===== config.mk =====
export PLATFORM = sky130hd
export DESIGN_NAME = decimal_key_entry_ctrl
export DESIGN_NICKNAME = d
export VERILOG_FILES = /design/src/rtl/keypad_pkg.sv /design/src/rtl/key_debounce_sync.sv /design/src/rtl/decimal_key_entry_ctrl.sv
export SDC_FILE = /design/constraint.sdc
export NUM_CORES = 1
export LEC_CHECK = 0
export ABC_AREA = 1
export CELL_PAD_IN_SITES_DETAIL_PLACEMENT = 0
export CELL_PAD_IN_SITES_GLOBAL_PLACEMENT = 2
export CORE_ASPECT_RATIO = 1.2
export CORE_MARGIN = 2
export CORE_UTILIZATION = 25
export DETAILED_ROUTE_END_ITERATION = 12
export PLACE_DENSITY = 0.61
export SKIP_CTS_REPAIR_TIMING = 1
export SYNTH_ARGS = -nofsm -noshare
export SYNTH_HDL_FRONTEND = slang
export SYNTH_HIERARCHICAL = 1
export SYNTH_SLANG_ARGS = --single-unit

===== constraint.sdc =====
create_clock -name clk -period 2.75 [get_ports clk]
set_clock_uncertainty 0.05 [all_clocks]
set_input_delay 0.55 -clock clk [delete_from_list [all_inputs] [get_ports clk]]
set_output_delay 0.55 -clock clk [all_outputs]
set_load 0.05 [all_outputs]

===== src/rtl/keypad_pkg.sv =====
// Shared types and helpers for the decimal keypad path: FSM states and one-hot to BCD encoding.
package keypad_pkg;

    localparam int unsigned BcdW = 4;

    typedef enum logic [1:0] {
        StIdle,
        StDebounce,
        StWaitRel
    } key_state_e;

    typedef struct packed {
        logic [BcdW-1:0] bcd;
        logic            is_onehot;
    } bcd_res_t;

    function automatic logic is_onehot(input logic [9:0] oh);
        return (oh != '0) && ((oh & (oh - 10'd1)) == '0);
    endfunction

    // Presence is "any bit set"; d0 encodes to 0000 and is still a valid digit.
    function automatic bcd_res_t onehot_to_bcd(input logic [9:0] oh);
        bcd_res_t r;
        r.bcd = '0;
        for (int i = 0; i < 10; i++) begin
            if (oh[i]) r.bcd = r.bcd | BcdW'(i);
        end
        r.is_onehot = is_onehot(oh);
        return r;
    endfunction

endpackage


===== src/rtl/key_debounce_sync.sv =====
// Two-flop key synchroniser plus press/release debouncer; reports each settled press once.
module key_debounce_sync
    import keypad_pkg::*;
#(
    parameter int unsigned DEB_CYCLES = 4
) (
    input  logic       clk,
    input  logic       rst_n,
    input  logic [9:0] key,
    output logic       accept_pulse,
    output logic [9:0] accept_pat,
    output logic       multi_hit
);

    localparam logic [7:0] DebLast = 8'(DEB_CYCLES - 1);

    logic [9:0] sync1_q, ks_q;
    logic [9:0] pat_q, pat_d;
    logic [7:0] cnt_q, cnt_d;
    logic       accept_q, accept_d;
    key_state_e state_q, state_d;

    always_ff @(posedge clk or negedge rst_n) begin
        if (!rst_n) begin
            sync1_q  <= '0;
            ks_q     <= '0;
            pat_q    <= '0;
            cnt_q    <= '0;
            accept_q <= 1'b0;
            state_q  <= StIdle;
        end else begin
            sync1_q  <= key;
            ks_q     <= sync1_q;
            pat_q    <= pat_d;
            cnt_q    <= cnt_d;
            accept_q <= accept_d;
            state_q  <= state_d;
        end
    end

    always_comb begin
        state_d  = state_q;
        pat_d    = pat_q;
        cnt_d    = cnt_q;
        accept_d = 1'b0;
        unique case (state_q)
            StIdle: begin
                if (ks_q != '0) begin
                    pat_d   = ks_q;
                    cnt_d   = 8'd1;
                    state_d = StDebounce;
                end
            end
            StDebounce: begin
                if (ks_q == '0) begin
                    cnt_d   = '0;
                    state_d = StIdle;
                end else if (ks_q != pat_q) begin
                    pat_d = ks_q;
                    cnt_d = 8'd1;
                end else if (cnt_q == DebLast) begin
                    accept_d = 1'b1;
                    cnt_d    = '0;
                    state_d  = StWaitRel;
                end else begin
                    cnt_d = cnt_q + 8'd1;
                end
            end
            StWaitRel: begin
                // Any activity restarts the release window, so a held key never repeats.
                if (ks_q != '0) begin
                    cnt_d = '0;
                end else if (cnt_q == DebLast) begin
                    cnt_d   = '0;
                    state_d = StIdle;
                end else begin
                    cnt_d = cnt_q + 8'd1;
                end
            end
            default: state_d = StIdle;
        endcase
    end

    assign accept_pulse = accept_q;
    assign accept_pat   = pat_q;
    assign multi_hit    = accept_q & ~is_onehot(pat_q);

endmodule


===== src/rtl/decimal_key_entry_ctrl.sv =====
// Keypad entry controller: debounced digits shift into a BCD buffer, presented on ENTER via
// a valid/ack handshake.
module decimal_key_entry_ctrl
    import keypad_pkg::*;
#(
    parameter int unsigned DEB_CYCLES = 4,
    parameter int unsigned NUM_DIGITS = 4
) (
    input  logic                       clk,
    input  logic                       rst_n,
    input  logic [9:0]                 key,
    input  logic                       clr,
    input  logic                       enter,
    input  logic                       out_ack,
    output logic                       out_valid,
    output logic [BcdW*NUM_DIGITS-1:0] digits,
    output logic [2:0]                 count,
    output logic                       key_valid,
    output logic [BcdW-1:0]            key_code,
    output logic                       err
);

    localparam int unsigned DigW = BcdW * NUM_DIGITS;
    localparam logic [2:0]  Full = 3'(NUM_DIGITS);

    logic            accept_pulse, multi_hit;
    logic [9:0]      accept_pat;
    bcd_res_t        res;
    logic            flush, eff_valid, eff_full, accept_ok;
    logic [DigW+BcdW-1:0] shifted;

    logic [DigW-1:0] digits_q, digits_d;
    logic [2:0]      count_q, count_d;
    logic            out_valid_q, out_valid_d;
    logic            key_valid_q, key_valid_d;
    logic [BcdW-1:0] key_code_q, key_code_d;
    logic            err_q, err_d;

    key_debounce_sync #(
        .DEB_CYCLES(DEB_CYCLES)
    ) u_deb (
        .clk          (clk),
        .rst_n        (rst_n),
        .key          (key),
        .accept_pulse (accept_pulse),
        .accept_pat   (accept_pat),
        .multi_hit    (multi_hit)
    );

    assign res     = onehot_to_bcd(accept_pat);
    assign shifted = {digits_q, res.bcd};

    // Acceptance is judged against the buffer as it stands after CLR / ACK completion, so a
    // press landing on a flush edge still reports its digit even though the flush wins.
    assign flush     = clr | (out_valid_q & out_ack);
    assign eff_valid = out_valid_q & ~flush;
    assign eff_full  = ~flush & (count_q == Full);
    assign accept_ok = accept_pulse & res.is_onehot & ~eff_valid & ~eff_full;

    always_comb begin
        digits_d    = digits_q;
        count_d     = count_q;
        out_valid_d = out_valid_q;
        key_valid_d = 1'b0;
        key_code_d  = key_code_q;
        err_d       = 1'b0;

        if (accept_ok) begin
            key_valid_d = 1'b1;
            key_code_d  = res.bcd;
        end else if (accept_pulse) begin
            err_d = multi_hit | eff_valid | eff_full;
        end

        if (flush) begin
            digits_d    = '0;
            count_d     = '0;
            out_valid_d = 1'b0;
        end else begin
            if (accept_ok) begin
                digits_d = shifted[DigW-1:0];
                count_d  = count_q + 3'd1;
            end
            if (enter && !out_valid_q && (count_d != '0)) out_valid_d = 1'b1;
        end
    end

    always_ff @(posedge clk or negedge rst_n) begin
        if (!rst_n) begin
            digits_q    <= '0;
            count_q     <= '0;
            out_valid_q <= 1'b0;
            key_valid_q <= 1'b0;
            key_code_q  <= '0;
            err_q       <= 1'b0;
        end else begin
            digits_q    <= digits_d;
            count_q     <= count_d;
            out_valid_q <= out_valid_d;
            key_valid_q <= key_valid_d;
            key_code_q  <= key_code_d;
            err_q       <= err_d;
        end
    end

    assign digits    = digits_q;
    assign count     = count_q;
    assign out_valid = out_valid_q;
    assign key_valid = key_valid_q;
    assign key_code  = key_code_q;
    assign err       = err_q;

endmodule


## After elaboration in Yosys (flattened, before gate mapping)

Cells that the tools add are included.
Widths: inputs -> output; s select.

| cells by class | value |
|---|---|
| add/sub/neg operators | 3 |
| $mul | 0 |
| div/mod/pow operators | 0 |
| magnitude comparators | 0 |
| equality and inequality tests | 12 |
| shift operators | 0 |
| muxes and demuxes | 40 |
| bitwise operators | 15 |
| reduce and logical (&&, ||, !) cells | 17 |

Operators by type and width:

| cell | count |
|---|---|
| $mux 8 | 5 |
| $mux 16 | 2 |
| $mux 10 | 3 |
| $pmux 8 s3 | 1 |
| $mux 3 | 7 |
| $logic_not 10->1 | 2 |
| $pmux 10 s2 | 1 |
| $reduce_bool 10->1 | 2 |
| $mux 2 | 8 |
| $and 10x10->10 | 1 |
| $mux 1 | 10 |
| $ne 10x10->1 | 1 |
| $sub 10x1->10 const B | 1 |
| $add 8x1->8 const B | 1 |
| $eq 8x2->1 const B | 1 |
| $mux 4 | 2 |
| $and 1x1->1 | 7 |
| $ne 2x1->1 const B | 3 |
| $pmux 2 s3 | 1 |
| $reduce_bool 2->1 | 3 |
| $reduce_bool 3->1 | 2 |
| $reduce_and 5->1 | 1 |
| $ne 2x2->1 const B | 2 |
| $not 1->1 | 4 |
| other kinds (12) | 16 |

| storage, ports and cells | value |
|---|---|
| flip-flop bits (word level) | 67 |
| bits in latches | 0 |
| memory bits (writable) | 0 |
| ROM bits | 0 |
| output and inout bits | 26 |
| logic and storage cells | 99 |
| memories kept | 0 |

## Longest topological paths before layout

| logic depth | value |
|---|---|
| depth in word-level cells | 13 |
| depth in mapped cells | 15 |
| depth with buffers taken out | 15 |

## Cells and area by module

The synthesis kept the hierarchy.

Modules (own cells, without submodules):

| module | times used | cells each | area an instance (um2) | seq. area each (um2) |
|---|---|---|---|---|
| key_debounce_sync | 1 | 228 | 1,940.6 | 1,026.0 |
| decimal_key_entry_ctrl | 1 | 162 | 1,382.6 | 650.6 |

## Worst setup path before layout

No wires, ideal clock.

| timing | value |
|---|---|
| kind | register -> register |
| start point | register count_q[0] (netlist: count[0]) |
| end point | register digits_q[3] (netlist: digits[3]) |
| library setup time | 0.125 ns |
| arrival time | 1.862 ns |
| data required time | 2.575 ns |
| path slack | 0.713 ns |
| stages on the path, launching flop included | 15 |
| buffers on the path | 0 |
| cell sequence | dfrtp_1 > inv_1 > ha_1 > nand2_1 > nand2_1 > nand2_1 > nand2_1 > clkinv_1 > nand2_2 > nor2_2 > nand2_4 > nand2_4 > inv_2 > nand2_1 > o31ai_2 |

| between the ends | value |
|---|---|
| longest elaborated chain between the ends | 5 |

Ends and longest elaborated chain:

| element | line | text |
|---|---|---|
| start, declared | decimal_key_entry_ctrl.sv:33 | `logic [2:0] count_q, count_d;` |
| start signal, assigned | decimal_key_entry_ctrl.sv:98 | `count_q <= count_d;` |
| $eq 3x3->1 | decimal_key_entry_ctrl.sv:57 | `assign eff_full = ~flush & (count_q == Full);` |
| $and 1x1->1 | decimal_key_entry_ctrl.sv:57 |  |
| $not 1->1 | decimal_key_entry_ctrl.sv:58 | `assign accept_ok = accept_pulse & res.is_onehot & ~eff_valid & ~eff_full;` |
| $and 1x1->1 | decimal_key_entry_ctrl.sv:58 |  |
| $reduce_bool 2->1 (no source line) | -- |  |
| end signal, assigned | decimal_key_entry_ctrl.sv:97 | `digits_q <= digits_d;` |
| end, declared | decimal_key_entry_ctrl.sv:32 | `logic [DigW-1:0] digits_q, digits_d;` |

No other way between the ends.
A chain may end at the register's enable or synchronous reset.

## Worst setup path in the final report

| timing | value |
|---|---|
| start point | register digits_q[2] (netlist: digits[2]) |
| end point | output digits[2] |

RTL lines:

| element | line | text |
|---|---|---|
| end, declared | decimal_key_entry_ctrl.sv:16 | `output logic [BcdW*NUM_DIGITS-1:0] digits,` |

No word-level cell between the ends.

==> flow_summary.yaml <==
status:
  outcome: "finished, final reports clean"
cts:
  worstSkewPairLatency_ps: 330
  cts.path.max_buffers: 2
  numCtsBuffers: 9
  clk_pin_slew_ps: 60
  cts_sinks: 67
  root_buffer: "clkbuf_16"
  tritoncts: "built"
  htreeDepth: 3
sta:
  report.final.hold_viol_count: 0
  min_period_over_period: 0.7916
  fin_tns_setup_ps: 0
  grt_setup_unrepaired: "false"
  worst_pin_slew_ps: 618.3
  maxSlewHeadroom: 0.5873
  setup_viol: 0
  period_minus_slack_ps: 2177
  slew_violations: 0
  fmax_ghz: 0.4594
setup_path:
  critPathLaunchType: "flop"
  crit_arrival_ps: 1580
  worstSetupPathType: "flop to output port"
  cp_top_family: "buffers and inverters"
  cp-end-kind: "output port"
  critPathMaxStageDelay_ps: 830
  cp_cell_sequence: "clkdlybuf4s50_1"
  cp_max_fo: 3
  crit_slowest_cell: "clkdlybuf4s50_1"
  required_ps: 2150
  path_buf_inv: 1
logic_synthesis:
  netlist_instances: 390
  ys_seq_elements: 67
  synth-edff-count: 0
  syn_avg_cell_area_sq_um: 8.521
  synth_warnings: 6
  synth_fp_nets: 412
  ys_types: 37
  ys_seq_area_frac: 0.5045
  netlist_area_sq_um: 3323
  async_flop_share: 1.000
  synth_ff_type: "dfrtp_1"
layout:
  fin_util: 0.3213
  final_cell_area_sq_um: 4217
  fillCellCount: 1370
  final_nets: 460
  syn2layout_area_growth_pct: 26.88
  drive_gt1_frac: 0.1264
  n_antenna_cell: 0
  fin_cells: 611
detailed_routing:
  wl_per_cell_microns: 12.57
  drt-initial-drc-count: 100
  vias_per_cell: 4.187
  wirelength_microns: 7681
  vias: 2558
  drt_pre_antenna_iters: 4
  postRouteAntennaNets: 0
  drc: 0
global_route:
  track_usage: 0.1215
  grt_pass1_wl_microns: 13170
  grt_max_degree: 47
  grt_overflow: 0
  grt_pass1_vias: 2658
  antenna_found_initial: 0
placement:
  place_inst: 595
  port_buffers: 40
  gp_congestion: 0.7920
  hpwl_microns: 5508
  place_area_sq_um: 3897
power_and_ir_drop:
  p_int_uw: 2141
  pwr-share-seq: 0.395
  power_switching_uw: 1086
  power_density_nw_per_um2: 765.4
  vdd.ir_drop.worst_mv: 0.3846
  combPwrFrac: 0.220
  p_clk_frac: 0.384
  swShare: 0.3366
  power.static_leakage_uw: 0.001932
floorplan:
  pin_count: 41
  dieWidth_microns: 109.3
  core_area_sq_um: 13120
  die_h_microns: 130.3
  die-area_sq_um: 14240
  initial_core_util: 0.2532
  rows: 46
min_path:
  hold_class: "input port to async pin"
job:
  drv_cap: 0
[area by class of cell]
| class | instances | area (sq um) | area share |
|---|---|---|---|
| Tap cell | 168 | 210.2 | 0.04985 |
| Multi-Input combinational cell | 265 | 1386 | 0.3288 |
| Clock buffer | 10 | 229.0 | 0.05430 |
| Timing Repair Buffer | 42 | 422.9 | 0.1003 |
| Clock inverter | 6 | 90.09 | 0.02137 |
| Sequential cell | 67 | 1677 | 0.3976 |
| Inverter | 53 | 201.4 | 0.04777 |
[synth_stat cells (2+ instances only)]
| cell | n | share of area |
|---|---|---|
| ha_1 | 7 | 0.026 |
| nand3_2 | 5 | 0.015 |
| o21ai_0 | 8 | 0.012 |
| o31ai_2 | 5 | 0.019 |
| inv_2 | 3 | 0.0034 |
| nor2_1 | 42 | 0.047 |
| nor3_1 | 5 | 0.0075 |
| o21bai_1 | 2 | 0.0045 |
| nand3b_1 | 2 | 0.0045 |
| a21oi_1 | 18 | 0.027 |
| nor2_4 | 2 | 0.0068 |
| o21ai_2 | 2 | 0.0053 |
| nand2_1 | 102 | 0.12 |
| nor2_2 | 6 | 0.011 |
| xnor2_1 | 5 | 0.013 |
| nand2_2 | 8 | 0.015 |
| o21ai_1 | 11 | 0.017 |
| nand2_4 | 4 | 0.014 |
| inv_1 | 48 | 0.054 |
| nand3_1 | 22 | 0.033 |
| dfrtp_1 | 67 | 0.50 |
[kinds of logic after synthesis]
group	Yosys count	synth area share
flops	67	0.5045
buf+inv	58	0.07831
fa+ha+maj	7	0.02635
xor+xnor	6	0.01581
compound gates	50	0.09451
simple gates	202	0.2805
[path summary, 6_finish.rpt]
path                                                 start                         endpoint  slack [ps]  depth (start not counted)
setup / recovery                     digits[2]$_DFFE_PN0P_                        digits[2]         570                          1
hold / removal                                       rst_n           digits[12]$_DFFE_PN0P_         150                          1
setup reg to reg           u_deb/accept_pat[1]$_DFFE_PN0P_            digits[3]$_DFFE_PN0P_         730                         10
hold reg to reg                 u_deb/sync1_q[2]$_DFF_PN0_          u_deb/ks_q[2]$_DFF_PN0_         300                          0
max in group asynchronous                            rst_n  u_deb/accept_pat[2]$_DFFE_PN0P_        1860                          2
min in group clk                u_deb/sync1_q[2]$_DFF_PN0_          u_deb/ks_q[2]$_DFF_PN0_         300                          0
[power by group through the flow]
stage                     Sequential (uW)  Clock [uW]  Combinational (uW)
after floorplan                      1230           0                 587
after global placement               1300           0                 731
after detailed placement             1300           0                 724
after CTS                            1280        1280                 727
after global routing                 1310        1330                 846
final                                1280        1240                 712
[cell usage in the layout, fill, tap and decap left out, types with 2 or more instances in the layout]
master           count
a21oi_1             18
nand3_1             22
nand2_1            102
nand2_2              8
o21ai_1             11
bufinv_16            2
nand2_4              4
nand3b_1             2
inv_1               48
o31ai_2              5
o21bai_1             2
nor2_1              42
inv_2                3
ha_1                 7
clkdlybuf4s50_1     39
xnor2_1              5
o21ai_2              2
nor3_1               5
nor2_2               6
nor2_4               2
clkinv_4             2
dfrtp_1             67
clkbuf_16            9
o21ai_0              8
nand3_2              5
[per-stage QoR]
| stage | setup slack (ps) | total power, uW | hold slack (ps) |
|---|---|---|---|
| after floorplan | 712.6 | 1821 | 204.4 |
| after global placement | 481.4 | 2027 | 282.2 |
| after detailed placement | 456.8 | 2023 | 284.7 |
| after CTS | 540.3 | 3289 | 158.2 |
| after global routing | 495.0 | 3485 | 179.3 |
| final | 573.1 | 3227 | 146.6 |
[state kept, by name, indices dropped and copies added, names as in the netlist]
signal,flops
key_code,4
u_deb/ks_q,10
u_deb/accept_pat,10
u_deb/cnt_q,8
err,1
u_deb/accept_pulse,1
out_valid,1
u_deb/sync1_q,10
digits,16
count,3
u_deb/state_q,2
key_valid,1
[metal layers]
layer | GRT usage | up-vias | wire length (microns)
met2 | 0.2035 | 40 | 3763
met5 | 0 | - | 0
li1 | - | 1325 | -
met3 | 0.03147 | 9 | 338
met1 | 0.1492 | 1184 | 3464
met4 | 0.04765 | 0 | 114
Power figures use the tool's default switching activity.
